[config.mk]
export PLATFORM = sky130hd
export DESIGN_NAME = arbitro_memoria_asteroides
export DESIGN_NICKNAME = d
export VERILOG_FILES = /design/src/rtl/arbitro_pkg.sv /design/src/rtl/arbitro_memoria_asteroides_seletor_prioridade.sv /design/src/rtl/arbitro_memoria_asteroides.sv
export SDC_FILE = /design/constraint.sdc
export NUM_CORES = 1
export LEC_CHECK = 0
export ABC_AREA = 1
export CORE_AREA = 2 2 39 41
export CTS_CLUSTER_SIZE = 12
export DETAILED_ROUTE_END_ITERATION = 16
export DIE_AREA = 0 0 41 43
export DONT_BUFFER_PORTS = 1
export HOLD_SLACK_MARGIN = 0.03
export PLACE_DENSITY_LB_ADDON = 0.12
export SKIP_LAST_GASP = 1
export SLEW_MARGIN = 20
export SYNTH_ARGS = -nofsm -noshare
export SYNTH_HDL_FRONTEND = slang
export SYNTH_SLANG_ARGS = --single-unit
export TNS_END_PERCENT = 5
[constraint.sdc]
create_clock -name clock -period 2.6 [get_ports clock]
set_clock_uncertainty 0.1 [all_clocks]
set_input_delay 0.65 -clock clock [delete_from_list [all_inputs] [get_ports clock]]
set_output_delay 0.65 -clock clock [all_outputs]
set_load 0.005 [all_outputs]
[src/rtl/arbitro_pkg.sv]
// rtl/arbitro_pkg.sv - shared states, defaults and index-width helper for the RAM arbiter
package arbitro_pkg;

  typedef enum logic [1:0] {
    LIVRE     = 2'd0,
    CONCEDIDO = 2'd1,
    LIBERA    = 2'd2,
    EXPIRADO  = 2'd3
  } estado_t;

  localparam int N_REQ_PADRAO   = 4;
  localparam int TIMEOUT_PADRAO = 255;

  function automatic int idx_width(input int n);
    return (n > 1) ? $clog2(n) : 1;
  endfunction

endpackage

[src/rtl/arbitro_memoria_asteroides_seletor_prioridade.sv]
// rtl/arbitro_memoria_asteroides_seletor_prioridade.sv - combinational search for the first requester from a start index
module seletor_prioridade
  import arbitro_pkg::*;
#(
  parameter int N_REQ = N_REQ_PADRAO,
  parameter int W     = idx_width(N_REQ)
) (
  input  logic [N_REQ-1:0] req,
  input  logic [W-1:0]     inicio,
  output logic [W-1:0]     vencedor,
  output logic             valido
);

  logic [W-1:0] idx;

  always_comb begin
    vencedor = '0;
    valido   = 1'b0;
    idx      = '0;
    for (int i = 0; i < N_REQ; i++) begin
      idx = W'((int'(inicio) + i) % N_REQ);
      if (!valido && req[idx]) begin
        valido   = 1'b1;
        vencedor = idx;
      end
    end
  end

endmodule

[src/rtl/arbitro_memoria_asteroides.sv]
// rtl/arbitro_memoria_asteroides.sv - single-port RAM arbiter with watchdog; ARBITRO_ROUND_ROBIN_EN selects rotating priority
module arbitro_memoria_asteroides
  import arbitro_pkg::*;
#(
  parameter int N_REQ   = N_REQ_PADRAO,
  parameter int TIMEOUT = TIMEOUT_PADRAO
) (
  input  logic                        clock,
  input  logic                        reset,
  input  logic [N_REQ-1:0]            req,
  input  logic [N_REQ-1:0]            fim_acesso,
  output logic [N_REQ-1:0]            grant,
  output logic [idx_width(N_REQ)-1:0] dono,
  output logic                        ocupado,
  output logic                        erro_timeout,
  output logic [1:0]                  db_estado
);

  localparam int W  = idx_width(N_REQ);
  localparam int CW = $clog2(TIMEOUT + 1);
  localparam logic [CW-1:0] CONT_MAX = CW'(TIMEOUT - 1);

  estado_t          estado, estado_prox;
  logic [CW-1:0]    cont, cont_prox;
  logic [W-1:0]     dono_prox, inicio, vencedor;
  logic             valido;
  logic [N_REQ-1:0] grant_prox;

`ifdef ARBITRO_ROUND_ROBIN_EN
  // Pointer holds the last winner so the search starts just past it.
  logic [W-1:0] ponteiro;

  always_ff @(posedge clock) begin
    if (reset)
      ponteiro <= W'(N_REQ - 1);
    else if (estado == LIVRE && valido)
      ponteiro <= vencedor;
  end

  assign inicio = (ponteiro == W'(N_REQ - 1)) ? '0 : ponteiro + W'(1);
`else
  assign inicio = '0;
`endif

  seletor_prioridade #(.N_REQ(N_REQ), .W(W)) u_seletor (
    .req      (req),
    .inicio   (inicio),
    .vencedor (vencedor),
    .valido   (valido)
  );

  always_ff @(posedge clock) begin
    if (reset) begin
      estado <= LIVRE;
      cont   <= '0;
      dono   <= '0;
      grant  <= '0;
    end else begin
      estado <= estado_prox;
      cont   <= cont_prox;
      dono   <= dono_prox;
      grant  <= grant_prox;
    end
  end

  always_comb begin
    estado_prox = estado;
    dono_prox   = dono;
    cont_prox   = '0;
    case (estado)
      LIVRE: begin
        if (valido) begin
          estado_prox = CONCEDIDO;
          dono_prox   = vencedor;
        end
      end
      CONCEDIDO: begin
        // Release takes precedence over a simultaneous timeout.
        if (fim_acesso[dono])
          estado_prox = LIBERA;
        else if (cont == CONT_MAX)
          estado_prox = EXPIRADO;
        else
          cont_prox = cont + CW'(1);
      end
      LIBERA:   estado_prox = LIVRE;
      EXPIRADO: estado_prox = LIVRE;
      default:  estado_prox = LIVRE;
    endcase
    grant_prox = (estado_prox == CONCEDIDO) ? (N_REQ'(1) << dono_prox) : '0;
  end

  assign ocupado      = (estado == CONCEDIDO);
  assign erro_timeout = (estado == EXPIRADO);
  assign db_estado    = estado;

endmodule

* Yosys cells after proc, flatten, opt, wreduce, memory -nomap -nowiden *
Index checks and enable logic that the tools add are counted.
Widths: inputs -> output; s select.

word-level totals
  flip-flop bits (word level) = 16
  latch bits = 0
  bits in writable memories = 0
  bits in read-only memories = 0
  bits of input ports = 10
  output and inout port bits = 10
  logic and storage cells = 39
  memories = 0

operators by class
  add/subtract/negate cells = 1
  multipliers = 0
  divide/modulo/power cells = 0
  magnitude comparators = 1
  equality and inequality tests = 5
  shift-type cells = 1
  multiplexer cells = 15
  bitwise logic cells = 2
  reductions and logical operators = 10

operators with widths
  kind                 count
  $mux 2               7
  $add 8x1->8 const B  1
  $eq 8x8->1 const B   1
  $mux 1               6
  $pmux 2 s3           1
  $eq 2x1->1 const B   2
  $eq 2x2->1 const B   2
  $reduce_or 2->1      2
  $reduce_or 4->1      1
  $shl 1x2->4 const A  1
  $logic_and 1x1->1    3
  $logic_not 1->1      3
  $lt 2x3->1 const B   1
  $bmux 1 s2           1
  $logic_not 2->1      1
  $not 1->1            2

* Longest topological paths before layout *
  word-level depth = 15
  mapped depth = 8
  mapped depth without buffers = 8

* Modules after synthesis *
Synthesis repeated with hierarchy kept, for this count alone.

unflattened totals
  cell total of the unflattened synthesis = 145
  area total of the unflattened synthesis = 1017.2 µm²

modules (own cells, without submodules)
  module                      instances  cells an instance  area an instance (µm²)  sequential area each (µm²)
  arbitro_memoria_asteroides  1          86                 698.2                   320.3
  seletor_prioridade          1          59                 319.1                   0.0

* Worst setup path before layout *
OpenSTA, ideal clock, no wires.

  path kind = reg2out
  start point = register estado[1], in the netlist db_estado[1]
  end point = output port ocupado
  arrival = 0.618 ns
  required time = 1.850 ns
  setup slack = 1.232 ns
  cell stages (with the launch flop) = 4
  buffers on the path = 0
  cell sequence = dfxtp_1 > inv_1 > nand2_1 > inv_1

on the way
  longest elaborated chain between the ends = 1

RTL lines
  what                    RTL line                          text
  start, declared         arbitro_memoria_asteroides.sv:23  estado_t estado, estado_prox;
  start signal, assigned  arbitro_memoria_asteroides.sv:59  estado <= estado_prox;
  $eq 2x1->1              arbitro_memoria_asteroides.sv:93  assign ocupado = (estado == CONCEDIDO);
  end, declared           arbitro_memoria_asteroides.sv:14  output logic ocupado,

Every way passes these cells.

* Final worst setup path *
Same ends and word-level chain as after synthesis.

==> results by group <==
Critical path
  – Crit end category: output pin
  – Critical path fanouts, max: 4
  – Setup crit start kind: flip-flop
  – R2R cell count: 8
  – WS Path Type: reg2out
  – Launching point of the worst reg2reg path: cont[0]
  – Reg2Reg Setup Slack: 1.30 ns
  – Critical path arrival: between 0.9 and 1 ns
  – Reg-to-Reg End: grant[2]
  – CP Data Required Time: 1.85 ns

Clocking
  – Hold buffer count at cts: 0
  – Postcts setup bufs: 0
  – Post_cts resized: 0
  – TritonCTS sink count: 16
  – CTS tree: yes
  – Clk buf depth: 2
  – Clock Tree Root: clkbuf_4
  – CTS buffer count: 3
  – Clk slew on worst S/H paths: 0.09 ns
  – H-tree depth: 1
  – Worst-Skew Late Latency: 0.28 ns

Die
  – Num ports: 20
  – Starting density of the core: 54.4%
  – Full die area: ~1800 um^2
  – Die Wd: ~41 um
  – Die boundary height: 43 um
  – Placeable Area: 1380 um^2
  – Site Rows: 14

Layout
  – Share of cells above drive strength 1: 29.7%
  – Commonest cells after routing, fill and taps aside: dfxtp_1 (16), nor2_1 (14), nand2_1 (12), inv_1 (9)
  – Final #Nets: 104
  – Area delta synth->final: 7.48%
  – Most common cell after layout, fill and taps aside: dfxtp_1
  – Diodes inserted: 0

Status
  – Run status: completed

Synthesis
  – Synth Area per Inst: 8.66 um^2
  – Synth cell types: 20
  – Synth Instances: 87
  – Yosys warns: 0
  – Net Count, Synth: 99
  – Register area share after synthesis: 42.5%
  – Cell Area, Synth: 753 um^2
  – Yosys reg bits: 16

Power and ir drop
  – Overall Power: 0.629 mW
  – Lkg Pwr: 0.351 nW
  – Max VDD drop: 395 uV
  – Power per Cell Area: 776 nW/um^2

Timing
  – RSZ-0062 raised after global routing: false
  – Fin crit share: between 60% and 70%
  – Slew Viols, Final: 0
  – Worst slew margin: 83.4%
  – Sum Neg Setup Slack: 0 ns
  – Final setup viols: 0
  – Tmin final: 1.71 ns
  – Top achievable clock speed: around 0.58 GHz
  – Worst-Margin Slew: 0.249 ns
  – Final Hold Viols: 0

Routing
  – Drt pass-1 iters: 3
  – Starting DRT DRC Count: 4
  – Residual DRC count: 0
  – Vias per inst: 4.91
  – Vias: 525
  – DRT Wirelength: 1130 um
  – DR WL/cell: 10.6 um
  – Post-route ant nets: 0

Placement
  – GP Congestion: 0.617
  – Dpl hpwl: approximately 940 um
  – Port buffer count: 0

Global route
  – Global-route wire length before repair: ~1800 um
  – Global route overflow: 0
  – Number of global-route vias before repair: about 510
  – Initial antenna violation count: 0
  – Largest net degree at the start of global routing: 10
  – GRT Overall Usage: approximately 16%

Worst hold path
  – Hold wc startpoint: reset
  – WHS Endpoint: dono[1]
  – Worst Hold Depth: 1
  – HP Class: in2reg

Flow run
  – Max_cap viols: 0
per-stage QoR:
stage / cell area (um^2) / hold WS (ns) / util (%) / std cells / setup slack [ns]
2_1_floorplan: 753 / 0.330 / - / 87 / 1.23
3_3_place_gp: 773 / 0.345 / 55.9 / 103 / 1.20
3_5_place_dp: 773 / 0.355 / 55.9 / 103 / 1.19
4_1_cts: 810 / 0.317 / 58.5 / 107 / 0.868
5_1_grt: 810 / 0.315 / 58.5 / 107 / 0.818
6_report: 810 / 0.328 / 58.5 / 107 / 0.886
critical path: stages, from the launching register on:
cell and delay (ns):
dfxtp_1 0.41, inv_1 0.06, nand2_1 0.12, inv_1 0.11
report_power, final:
part           internal [mW]  leakage (nW)  switching (mW)  total (mW)
Combinational         0.0587         0.200           0.109       0.168
Sequential             0.274         0.130          0.0265       0.301
Clock                 0.0851        0.0210          0.0748       0.160
cells in the mapped netlist:
library cell	n	share of area (%)
and3_1	1	0.83
nand2_2	4	3.3
nand3_4	1	2.3
xnor2_1	2	2.3
nor2_1	14	7.0
a21oi_1	2	1.3
inv_2	2	1.0
nand2_1	12	6.0
o22ai_2	1	1.7
nand2_4	4	6.0
dfxtp_1	16	43
ha_1	2	3.3
xor2_1	3	3.5
nor2_4	1	1.5
o21ai_2	2	2.3
nand3_1	3	2.0
inv_1	9	4.5
nor2_2	3	2.5
nand3_2	4	5.3
or2_2	1	0.83
state kept, by name (all words and copies together) (netlist names):
| signal | flops |
|---|---|
| cont | 8 |
| db_estado | 2 |
| dono | 2 |
| grant | 4 |
final cells by class:
| class | count | area [um^2] |
|---|---|---|
| tap | 16 | 20.0 |
| multi-input combinational | 60 | 392 |
| fill | 135 | 574 |
| clock buffer | 4 | 36.3 |
| sequential | 16 | 320 |
| inverter | 11 | 41.3 |
kinds of logic after synthesis:
| family | after synthesis | synth area share (%) |
|---|---|---|
| flip-flops | 16 | 42.5 |
| AO/OA/AOI/OAI | 5 | 5.32 |
| AND/OR/NAND/NOR | 48 | 37.5 |
| buffers and inverters | 11 | 5.48 |
| adder cells (fa/ha/maj) | 2 | 3.32 |
| XOR/XNOR | 5 | 5.82 |
how the worst max path moves through the flow:
stage | start | to | slack (ns) | cells after the start
floorplan | db_estado[1] | ocupado | 1.23 | 3
global placement | db_estado[0] | ocupado | 1.20 | 2
detailed placement | db_estado[1] | ocupado | 1.19 | 3
CTS | db_estado[1] | ocupado | 0.87 | 3
global route | db_estado[1] | ocupado | 0.82 | 3
finish | db_estado[1] | ocupado | 0.89 | 3
per-layer routing:
layer | wire (um) | track usage, %
met5 | 0 | 0
met1 | 423 | 13.9
met3 | 73 | 3.14
met4 | 0 | 10.0
met2 | 636 | 28.4
Note: power is estimated with default switching activity, not from simulation.
